==> config.mk <==
export PLATFORM = sky130hd
export DESIGN_NAME = tlb_assoc
export DESIGN_NICKNAME = d
export VERILOG_FILES = /design/src/rtl/tlb_pkg.sv /design/src/rtl/plru_tree.sv /design/src/rtl/tlb_assoc.sv
export SDC_FILE = /design/constraint.sdc
export NUM_CORES = 2
export LEC_CHECK = 0
export CORE_AREA = 2 2 611 613
export DETAILED_ROUTE_END_ITERATION = 10
export DIE_AREA = 0 0 613 615
export DONT_BUFFER_PORTS = 1
export PLACE_DENSITY = 0.61
export SLEW_MARGIN = 20
export SYNTH_ARGS = -nofsm -noshare
export SYNTH_HDL_FRONTEND = slang
export SYNTH_SLANG_ARGS = --single-unit
==> constraint.sdc <==
create_clock -name clk -period 27 [get_ports clk]
set_input_delay 1.35 -clock clk [delete_from_list [all_inputs] [get_ports clk]]
set_output_delay 1.35 -clock clk [all_outputs]
set_load 0.01 [all_outputs]
==> src/rtl/tlb_pkg.sv <==
// Shared types and width helpers for the set-associative TLB and its PLRU tree.
package tlb_pkg;

    typedef enum logic {
        FL_IDLE  = 1'b0,
        FL_SWEEP = 1'b1
    } flush_state_e;

    typedef enum logic [1:0] {
        REQ_NONE   = 2'd0,
        REQ_LOOKUP = 2'd1,
        REQ_INSERT = 2'd2,
        REQ_FLUSH  = 2'd3
    } req_e;

    function automatic int unsigned clog2(input int unsigned v);
        int unsigned r;
        r = 0;
        while ((64'd1 << r) < 64'(v)) r++;
        return r;
    endfunction

    function automatic int unsigned tag_width(input int unsigned va_w, input int unsigned page_w,
                                              input int unsigned sets);
        return va_w - page_w - clog2(sets);
    endfunction

    function automatic int unsigned ppn_width(input int unsigned pa_w, input int unsigned page_w);
        return pa_w - page_w;
    endfunction

    function automatic int unsigned way_width(input int unsigned ways);
        return (ways > 1) ? clog2(ways) : 1;
    endfunction

    // One bit is kept even for a single way so vectors never collapse to zero width.
    function automatic int unsigned plru_width(input int unsigned ways);
        return (ways > 1) ? ways - 1 : 1;
    endfunction

    // Flush beats insert beats lookup; the losers are dropped.
    function automatic req_e req_decode(input logic fl, input logic ins, input logic lk);
        if (fl)  return REQ_FLUSH;
        if (ins) return REQ_INSERT;
        if (lk)  return REQ_LOOKUP;
        return REQ_NONE;
    endfunction

endpackage

==> src/rtl/plru_tree.sv <==
// Tree-PLRU for one set: victim walk and touch update, heap-ordered node bits
// (node n has children 2n+1 / 2n+2, bit 0 points at the lower half).
module plru_tree
    import tlb_pkg::*;
#(
    parameter int unsigned WAYS = 4
) (
    input  logic [plru_width(WAYS)-1:0] plru_i,
    input  logic [way_width(WAYS)-1:0]  touch_i,
    output logic [way_width(WAYS)-1:0]  victim_c,
    output logic [plru_width(WAYS)-1:0] plru_upd_c
);
    localparam int unsigned LVL    = clog2(WAYS);
    localparam int unsigned PLRU_W = plru_width(WAYS);
    localparam int unsigned WAY_W  = way_width(WAYS);
    localparam int unsigned PIDX_W = (PLRU_W > 1) ? clog2(PLRU_W) : 1;

    always_comb begin
        int unsigned node;
        logic        b;
        victim_c   = '0;
        plru_upd_c = plru_i;
        b          = 1'b0;
        node       = 0;
        for (int unsigned l = 0; l < LVL; l++) begin
            b = plru_i[PIDX_W'(node)];
            victim_c[WAY_W-1-l] = b;
            node = 2 * node + 1 + 32'(b);
        end
        // Point every node on the accessed path at the opposite half.
        node = 0;
        for (int unsigned l = 0; l < LVL; l++) begin
            b = touch_i[WAY_W-1-l];
            plru_upd_c[PIDX_W'(node)] = ~b;
            node = 2 * node + 1 + 32'(b);
        end
    end

endmodule

==> src/rtl/tlb_assoc.sv <==
// Set-associative PCID-tagged TLB with tree-PLRU replacement and a set-by-set flush sweep.
// Optional hit/miss/insert counters are built when TLB_STATS_EN is defined.
module tlb_assoc
    import tlb_pkg::*;
#(
    parameter int unsigned VA_W   = 64,
    parameter int unsigned PA_W   = 64,
    parameter int unsigned PCID_W = 12,
    parameter int unsigned PAGE_W = 12,
    parameter int unsigned SETS   = 8,
    parameter int unsigned WAYS   = 4,
    parameter int unsigned CNT_W  = 64
) (
    input  logic              clk,
    input  logic              shutdown,
    input  logic              lookup,
    input  logic              insert,
    input  logic              flush,
    input  logic [VA_W-1:0]   va,
    input  logic [PA_W-1:0]   pa,
    input  logic [PCID_W-1:0] pcid,
    output logic              busy,
    output logic              hit,
    output logic              miss,
    output logic [PA_W-1:0]   ta,
    output logic [CNT_W-1:0]  stat_hit,
    output logic [CNT_W-1:0]  stat_miss,
    output logic [CNT_W-1:0]  stat_insert
);
    localparam int unsigned IDX_W  = clog2(SETS);
    localparam int unsigned TAG_W  = tag_width(VA_W, PAGE_W, SETS);
    localparam int unsigned PPN_W  = ppn_width(PA_W, PAGE_W);
    localparam int unsigned WAY_W  = way_width(WAYS);
    localparam int unsigned PLRU_W = plru_width(WAYS);

    logic [WAYS-1:0]   valid_q [SETS];
    logic [WAYS-1:0]   valid_d [SETS];
    logic [TAG_W-1:0]  tag_q   [SETS][WAYS];
    logic [TAG_W-1:0]  tag_d   [SETS][WAYS];
    logic [PCID_W-1:0] epcid_q [SETS][WAYS];
    logic [PCID_W-1:0] epcid_d [SETS][WAYS];
    logic [PPN_W-1:0]  ppn_q   [SETS][WAYS];
    logic [PPN_W-1:0]  ppn_d   [SETS][WAYS];
    logic [PLRU_W-1:0] plru_q  [SETS];
    logic [PLRU_W-1:0] plru_d  [SETS];

    flush_state_e      state_q, state_d;
    logic [IDX_W-1:0]  sweep_q, sweep_d;
    logic [PCID_W-1:0] fl_pcid_q, fl_pcid_d;
    logic              busy_q, busy_d;
    logic              hit_q, hit_d;
    logic              miss_q, miss_d;
    logic [PA_W-1:0]   ta_q, ta_d;

    req_e              req_c;
    logic [IDX_W-1:0]  idx_c;
    logic [TAG_W-1:0]  tag_c;
    logic [PPN_W-1:0]  ppn_in_c;
    logic              hit_any_c, inv_any_c;
    logic [WAY_W-1:0]  hit_way_c, inv_way_c, ins_way_c, touch_way_c;
    logic [WAY_W-1:0]  victim_c;
    logic [PLRU_W-1:0] plru_upd_c;
    logic              ins_acc_c;

    logic unused_ok;
    assign unused_ok = ^pa[PAGE_W-1:0];

    // Request decode and way matching on the request set.
    always_comb begin
        req_c     = req_decode(flush, insert, lookup);
        idx_c     = va[PAGE_W +: IDX_W];
        tag_c     = va[VA_W-1 -: TAG_W];
        ppn_in_c  = pa[PA_W-1 -: PPN_W];
        hit_any_c = 1'b0;
        hit_way_c = '0;
        inv_any_c = 1'b0;
        inv_way_c = '0;
        for (int w = int'(WAYS) - 1; w >= 0; w--) begin
            if (valid_q[idx_c][w] && tag_q[idx_c][w] == tag_c && epcid_q[idx_c][w] == pcid) begin
                hit_any_c = 1'b1;
                hit_way_c = WAY_W'(w);
            end
            if (!valid_q[idx_c][w]) begin
                inv_any_c = 1'b1;
                inv_way_c = WAY_W'(w);
            end
        end
        ins_way_c   = hit_any_c ? hit_way_c : (inv_any_c ? inv_way_c : victim_c);
        touch_way_c = (req_c == REQ_INSERT) ? ins_way_c : hit_way_c;
        ins_acc_c   = (state_q == FL_IDLE) && (req_c == REQ_INSERT);
    end

    plru_tree #(.WAYS(WAYS)) u_plru (
        .plru_i     (plru_q[idx_c]),
        .touch_i    (touch_way_c),
        .victim_c   (victim_c),
        .plru_upd_c (plru_upd_c)
    );

    // Flush FSM plus array/response next-state.
    always_comb begin
        state_d   = state_q;
        sweep_d   = sweep_q;
        fl_pcid_d = fl_pcid_q;
        busy_d    = busy_q;
        hit_d     = 1'b0;
        miss_d    = 1'b0;
        ta_d      = ta_q;
        valid_d   = valid_q;
        tag_d     = tag_q;
        epcid_d   = epcid_q;
        ppn_d     = ppn_q;
        plru_d    = plru_q;
        case (state_q)
            FL_IDLE: begin
                case (req_c)
                    REQ_FLUSH: begin
                        state_d   = FL_SWEEP;
                        busy_d    = 1'b1;
                        sweep_d   = '0;
                        fl_pcid_d = pcid;
                    end
                    REQ_INSERT: begin
                        valid_d[idx_c][ins_way_c] = 1'b1;
                        tag_d[idx_c][ins_way_c]   = tag_c;
                        epcid_d[idx_c][ins_way_c] = pcid;
                        ppn_d[idx_c][ins_way_c]   = ppn_in_c;
                        plru_d[idx_c]             = plru_upd_c;
                    end
                    REQ_LOOKUP: begin
                        if (hit_any_c) begin
                            hit_d         = 1'b1;
                            ta_d          = {ppn_q[idx_c][hit_way_c], va[PAGE_W-1:0]};
                            plru_d[idx_c] = plru_upd_c;
                        end else begin
                            miss_d = 1'b1;
                            ta_d   = '0;
                        end
                    end
                    default: ;
                endcase
            end
            FL_SWEEP: begin
                for (int w = 0; w < int'(WAYS); w++) begin
                    if (fl_pcid_q == '1 || epcid_q[sweep_q][w] == fl_pcid_q) begin
                        valid_d[sweep_q][w] = 1'b0;
                    end
                end
                if (sweep_q == IDX_W'(SETS - 1)) begin
                    state_d = FL_IDLE;
                    busy_d  = 1'b0;
                end else begin
                    sweep_d = sweep_q + 1'b1;
                end
            end
            default: begin
                state_d = FL_IDLE;
                busy_d  = 1'b0;
            end
        endcase
    end

    always_ff @(posedge clk) begin
        if (shutdown) begin
            state_q   <= FL_IDLE;
            sweep_q   <= '0;
            fl_pcid_q <= '0;
            busy_q    <= 1'b0;
            hit_q     <= 1'b0;
            miss_q    <= 1'b0;
            ta_q      <= '0;
            for (int s = 0; s < int'(SETS); s++) begin
                valid_q[s] <= '0;
                plru_q[s]  <= '0;
            end
        end else begin
            state_q   <= state_d;
            sweep_q   <= sweep_d;
            fl_pcid_q <= fl_pcid_d;
            busy_q    <= busy_d;
            hit_q     <= hit_d;
            miss_q    <= miss_d;
            ta_q      <= ta_d;
            valid_q   <= valid_d;
            plru_q    <= plru_d;
        end
    end

    // Payload fields are qualified by valid, so they need no reset.
    always_ff @(posedge clk) begin
        tag_q   <= tag_d;
        epcid_q <= epcid_d;
        ppn_q   <= ppn_d;
    end

    assign busy = busy_q;
    assign hit  = hit_q;
    assign miss = miss_q;
    assign ta   = ta_q;

`ifdef TLB_STATS_EN
    logic [CNT_W-1:0] stat_hit_q, stat_hit_d;
    logic [CNT_W-1:0] stat_miss_q, stat_miss_d;
    logic [CNT_W-1:0] stat_insert_q, stat_insert_d;

    // Saturating event counters.
    always_comb begin
        stat_hit_d    = stat_hit_q;
        stat_miss_d   = stat_miss_q;
        stat_insert_d = stat_insert_q;
        if (hit_d && stat_hit_q != '1)          stat_hit_d    = stat_hit_q + 1'b1;
        if (miss_d && stat_miss_q != '1)        stat_miss_d   = stat_miss_q + 1'b1;
        if (ins_acc_c && stat_insert_q != '1)   stat_insert_d = stat_insert_q + 1'b1;
    end

    always_ff @(posedge clk) begin
        if (shutdown) begin
            stat_hit_q    <= '0;
            stat_miss_q   <= '0;
            stat_insert_q <= '0;
        end else begin
            stat_hit_q    <= stat_hit_d;
            stat_miss_q   <= stat_miss_d;
            stat_insert_q <= stat_insert_d;
        end
    end

    assign stat_hit    = stat_hit_q;
    assign stat_miss   = stat_miss_q;
    assign stat_insert = stat_insert_q;
`else
    logic unused_stats_ok;
    assign unused_stats_ok = ins_acc_c;
    assign stat_hit    = '0;
    assign stat_miss   = '0;
    assign stat_insert = '0;
`endif

endmodule

* Word-level counts from Yosys, hierarchy flattened
Index checks and enable logic that the tools add are counted.
Word-level totals: flip-flop bits (word level) 3755, input bits 145, output and inout bits 259, logic and storage cells 308
Operators by class: add/sub/neg operators 3, magnitude comparators 12, equality and inequality tests 22, multiplexer cells 110, bitwise gates (word level) 17, reduce and logical (&&, ||, !) cells 25
Operators by type and width (count):
- $bwmux 1664 | 1
- $bwmux 1568 | 1
- $bmux 208 s3 | 1
- $demux 208 s3 | 1
- $mux 208 | 3
- $bmux 196 s3 | 1
- $demux 196 s3 | 1
- $mux 196 | 3
- $bwmux 384 | 1
- $bmux 48 s3 | 2
- $mux 32 | 8
- $mux 48 | 5
- $eq 49x49->1 | 4
- $mux 52 | 3
- $demux 48 s3 | 1
- $and 32x32->32 | 4
- $not 32->32 | 4
- $bmux 52 s2 | 1
- $demux 52 s2 | 1
- $demux 49 s2 | 1
- $eq 12x12->1 | 8
- $mux 64 | 1
- $pmux 32 s2 | 1
- $demux 4 s3 | 5
- 42 further kinds | 127

* Longest topological paths before layout
depth after elaboration 22, gate-level depth with buffers 20, gate-level depth less buffers 12

* By module
From an unflattened synthesis, not the netlist that was laid out.
Second synthesis, totals: cells, all modules 8095, area, all modules 147572.8 µm²
By module, submodules not included:
- tlb_assoc | instances 1, cells each 8088, area an instance 147526.5 µm², sequential area each 111366.8 µm²
- plru_tree | instances 1, cells each 7, area an instance 46.3 µm², sequential area each 0.0 µm²

* Worst setup path after synthesis
OpenSTA, ideal clock, no wires.
path kind input port to flip-flop, start in va[13], end reg epcid_q[120] in the netlist's numbering, enable pin, library setup time 0.588 ns, data arrival time 9.554 ns, required time 26.412 ns, setup slack 16.858 ns, stages on the path 17, buffers on the path 8, path through buf_6 buf_6 buf_6 buf_6 buf_2 mux2i_1 a221oi_1 xor2_1 a2111oi_0 nand4_2 or4_1 buf_2 a21oi_4 or3b_1 buf_2 buf_6 nor2_1
RTL lines:
- start, declared | line tlb_assoc.sv:19 | input logic [VA_W-1:0] va,
- end signal, assigned | line tlb_assoc.sv:192 | epcid_q <= epcid_d;
- end, declared | line tlb_assoc.sv:40 | logic [PCID_W-1:0] epcid_q [SETS][WAYS];

==> impl_metrics.ini <==
[synth]
ys.flop_type = edfxtp_1
synth.yosys.seq_area_share_pct = 75.45
synth-compound-area-share_pct = 7.100
synth_seq_cells = 3755
synth.avg_cell_area_um2 = 18.29
yosys_warnings = 0
synthArstFlopShare_pct = 0
muxShareOfSynthArea_pct = 10.78
synth_edf_count = 3616
synth_top_family_by_area = multiplexers
synth-xor-area-share_pct = 1.561
syn_area_um2 = 147600
synth_cell_types = 78
synth_cells = 8071
synthSimpleGateAreaFrac_pct = 2.504
synthAdderAreaFrac_pct = 0.01695

[die]
start_util_pct = 39.81
rows = 224
die_area_um2 = 377000
die_y_um = 615
die_w_um = 613
ios = 404
core_um2 = 370800

[global_route]
grt_pass1_vias = 81750
grt_usage_pct = 24.09
antenna_found_initial = 12
grt_pass1_wl_um = 641400
grt.overflow.total = 0
grt_max_degree = 783

[outcome]
violations = max-slew violations
outcome = finished, violations left

[setup_path]
cp-start-kind = primary input
cp_num_buf_inv = 8
critPathTopFamily = buffers and inverters
crit_top_cell = buf_4
worstSetupPathType = primary input to register
worst_path_max_delay_cell = or4_1
cp.required_ps = 27550
worst-path-max-fanout = 174
cp_cell_sequence = buf_16, buf_16, buf_16, inv_4, buf_4, mux2i_1, xnor2_1, nor4_2, nand4_1, or4_1, a21oi_4, nand4_1, buf_4, nor2_4, buf_4, buf_4
endpoint_kind = register
critPathMaxStageDelay_ps = 970
arrival_ps = 10990

[timing]
slew_headroom_pct = -5.855
clock_skew_ps = 90.48
setup_viol = 0
period_share_pct = 38.67
rsz0062_at_grt = false
final.setup.tns_ps = 0
slew_viol_final = 42
worstMarginPinSlew_ps = 1588
fmax_ghz = 0.09577
finalHoldViolCount = 0
finalCriticalPeriod_ps = 10440

[cells_and_area]
syn_to_final_growth_pct = 11.57
multi_input_comb_area_um2 = 33660
fillCellCount = 31610
regArea_um2 = 111400
finalNetCount = 8286
drive_above_1_share_pct = 16.90
postLayoutCoreUtil_pct = 44.41

[clock_network]
cts_tree = yes
cts_resized = 0
clk_latency_ps = 990
clkTransAtPathRegs_ps = 60
cts_hold_buf = 0
clockRootBuffer = clkbuf_16
htree_num_levels = 5
clock_path_buffers = 4
cts.sinks = 3755
cts_setup_buffers = 0
numCtsBuffers = 376

[power_and_ir_drop]
static-leakage-power_uw = 0.05169
ir_worst_vdd_mv = 0.07091
pwr_density_cell_nw_per_um2 = 72.23

[routing]
vias = 82370
first_pass_iters = 6
drt_iter0_markers = 12250
viasPerCell = 6.136
final_antenna_net_count = 0
avgRoutedWirePerCell_um = 34.78
drc = 0
routed_wl_um = 466900

[place]
gp_congestion = 0.8562
port_buffers = 0
dp_hpwl_um = 240600

[min_path]
hp-class = primary input to register

[job]
drv_cap = 0
## cell type report
| cell class | instances | share of cell area [%] |
|---|---|---|
| inverter | 11 | 0.03571 |
| multi-input combinational | 3791 | 20.44 |
| clock buffer | 509 | 6.226 |
| timing repair buffer | 204 | 1.053 |
| tap | 4972 | 3.778 |
| antenna | 9 | 0.01368 |
| clock inverter | 173 | 0.8198 |
| sequential | 3755 | 67.63 |
## per-layer routing
layer / vias up / part of all wire, % / wire length (um) / track usage [%]
li1: 32960 / - / - / -
met1: 43350 / 38 / 176200 / 31.66
met2: 5078 / 46 / 215500 / 37.92
met3: 979 / 11 / 52020 / 5.895
met4: 0 / 4.9 / 23100 / 10.77
met5: - / 0 / 0 / 0
## flip-flops by register name, summed over array words and instances (netlist names)
name and flops:
busy 1, epcid_q 384, fl_pcid_q 12, hit 1, miss 1, plru_q 24
ppn_q 1664, state_q 1, sweep_q 3, ta 64, tag_q 1568, valid_q 32
## where the power goes
| group | internal [uW] | switching, uW | leakage (uW) |
|---|---|---|---|
| sequential | 6400 | 8.24 | 0.0336 |
| combinational | 188 | 311 | 0.0124 |
| clock | 2800 | 2190 | 0.00567 |
| total | 9380 | 2510 | 0.0517 |
## metrics by stage
step / hold slack (ps) / std cells / worst slack [ps] / total power [uW] / area (um2)
final: 468.8 / 13420 / 16560 / 11890 / 164700
after floorplan: 460.7 / 8262 / 16860 / 6900 / 148300
after CTS: 416.7 / 13410 / 17770 / 11890 / 164500
after global routing: 443.2 / 13420 / 16500 / 12170 / 164700
after detailed placement: 478.4 / 12730 / 16820 / 6989 / 152900
after global placement: 470.9 / 12730 / 16870 / 6987 / 152900
## worst paths after layout
| kind | start | endpoint | slack [ps] | depth (start not counted) |
|---|---|---|---|---|
| min | pa[50] | ppn_q[1338]$_DFFE_PP_ | 470 | 0 |
| min reg2reg | valid_q[2]$_SDFFE_PP0P_ | valid_q[2]$_SDFFE_PP0P_ | 490 | 2 |
| max | va[14] | ppn_q[1254]$_DFFE_PP_ | 16560 | 16 |
| max reg2reg | tag_q[214]$_DFFE_PP_ | ppn_q[1254]$_DFFE_PP_ | 18820 | 13 |
## cell usage after synthesis (all sizes together) (6+ instances only)
library cell  count  area, um2
nor4b             6      52.55
o211ai           30      225.2
buf             431       2738
a22oi           272       2042
o22ai           454       2846
or4              13      97.59
o221ai          176       1541
nand3            32      160.2
o22a             38      332.8
a211oi           56      432.9
clkbuf          274       1028
a21oi           112      571.8
xor2             96      840.8
a221o            28      280.3
and3             15      93.84
nor4             60      396.6
a222oi           15      150.1
nand2           209      787.0
nand4            75      475.5
nor2b            14      87.58
a22o             45      394.1
nor3             52      260.3
o21ai           147      735.7
edfxtp         3616     108600
a31oi             6      37.54
xnor2           167       1463
nand2b           14      87.58
and2              8      50.05
dfxtp           139       2783
or3              11      68.82
a2111oi           6      71.32
mux2            250       2819
mux2i           478       4785
a221oi           67      586.8
mux4            369       8310
inv              11      41.29
nor2            216      810.8
## cells by family after synthesis
logic type                 Yosys count
DFF                               3755
AOI/OAI and AO/OA                 1480
muxes                             1097
and+or+nand+nor                    757
buffers and inverters              716
xor gates and xnor gates           263
adders and majority gates            2
other                                1
## layout by cell type (no fill, tap or decap), drive strengths merged, types with 52 or more instances in the layout
master	netlist	final
a211oi	56	56
a21oi	112	112
a221oi	67	67
a22oi	272	272
buf	431	204
clkbuf	274	509
clkinv	0	135
conb	1	192
dfxtp	139	139
edfxtp	3616	3616
mux2	250	250
mux2i	478	478
mux4	369	369
nand2	209	209
nand4	75	75
nor2	216	216
nor3	52	52
nor4	60	60
o21ai	147	147
o221ai	176	176
o22ai	454	454
xnor2	167	167
xor2	96	96
No activity file was read; power rests on OpenSTA's default activity.
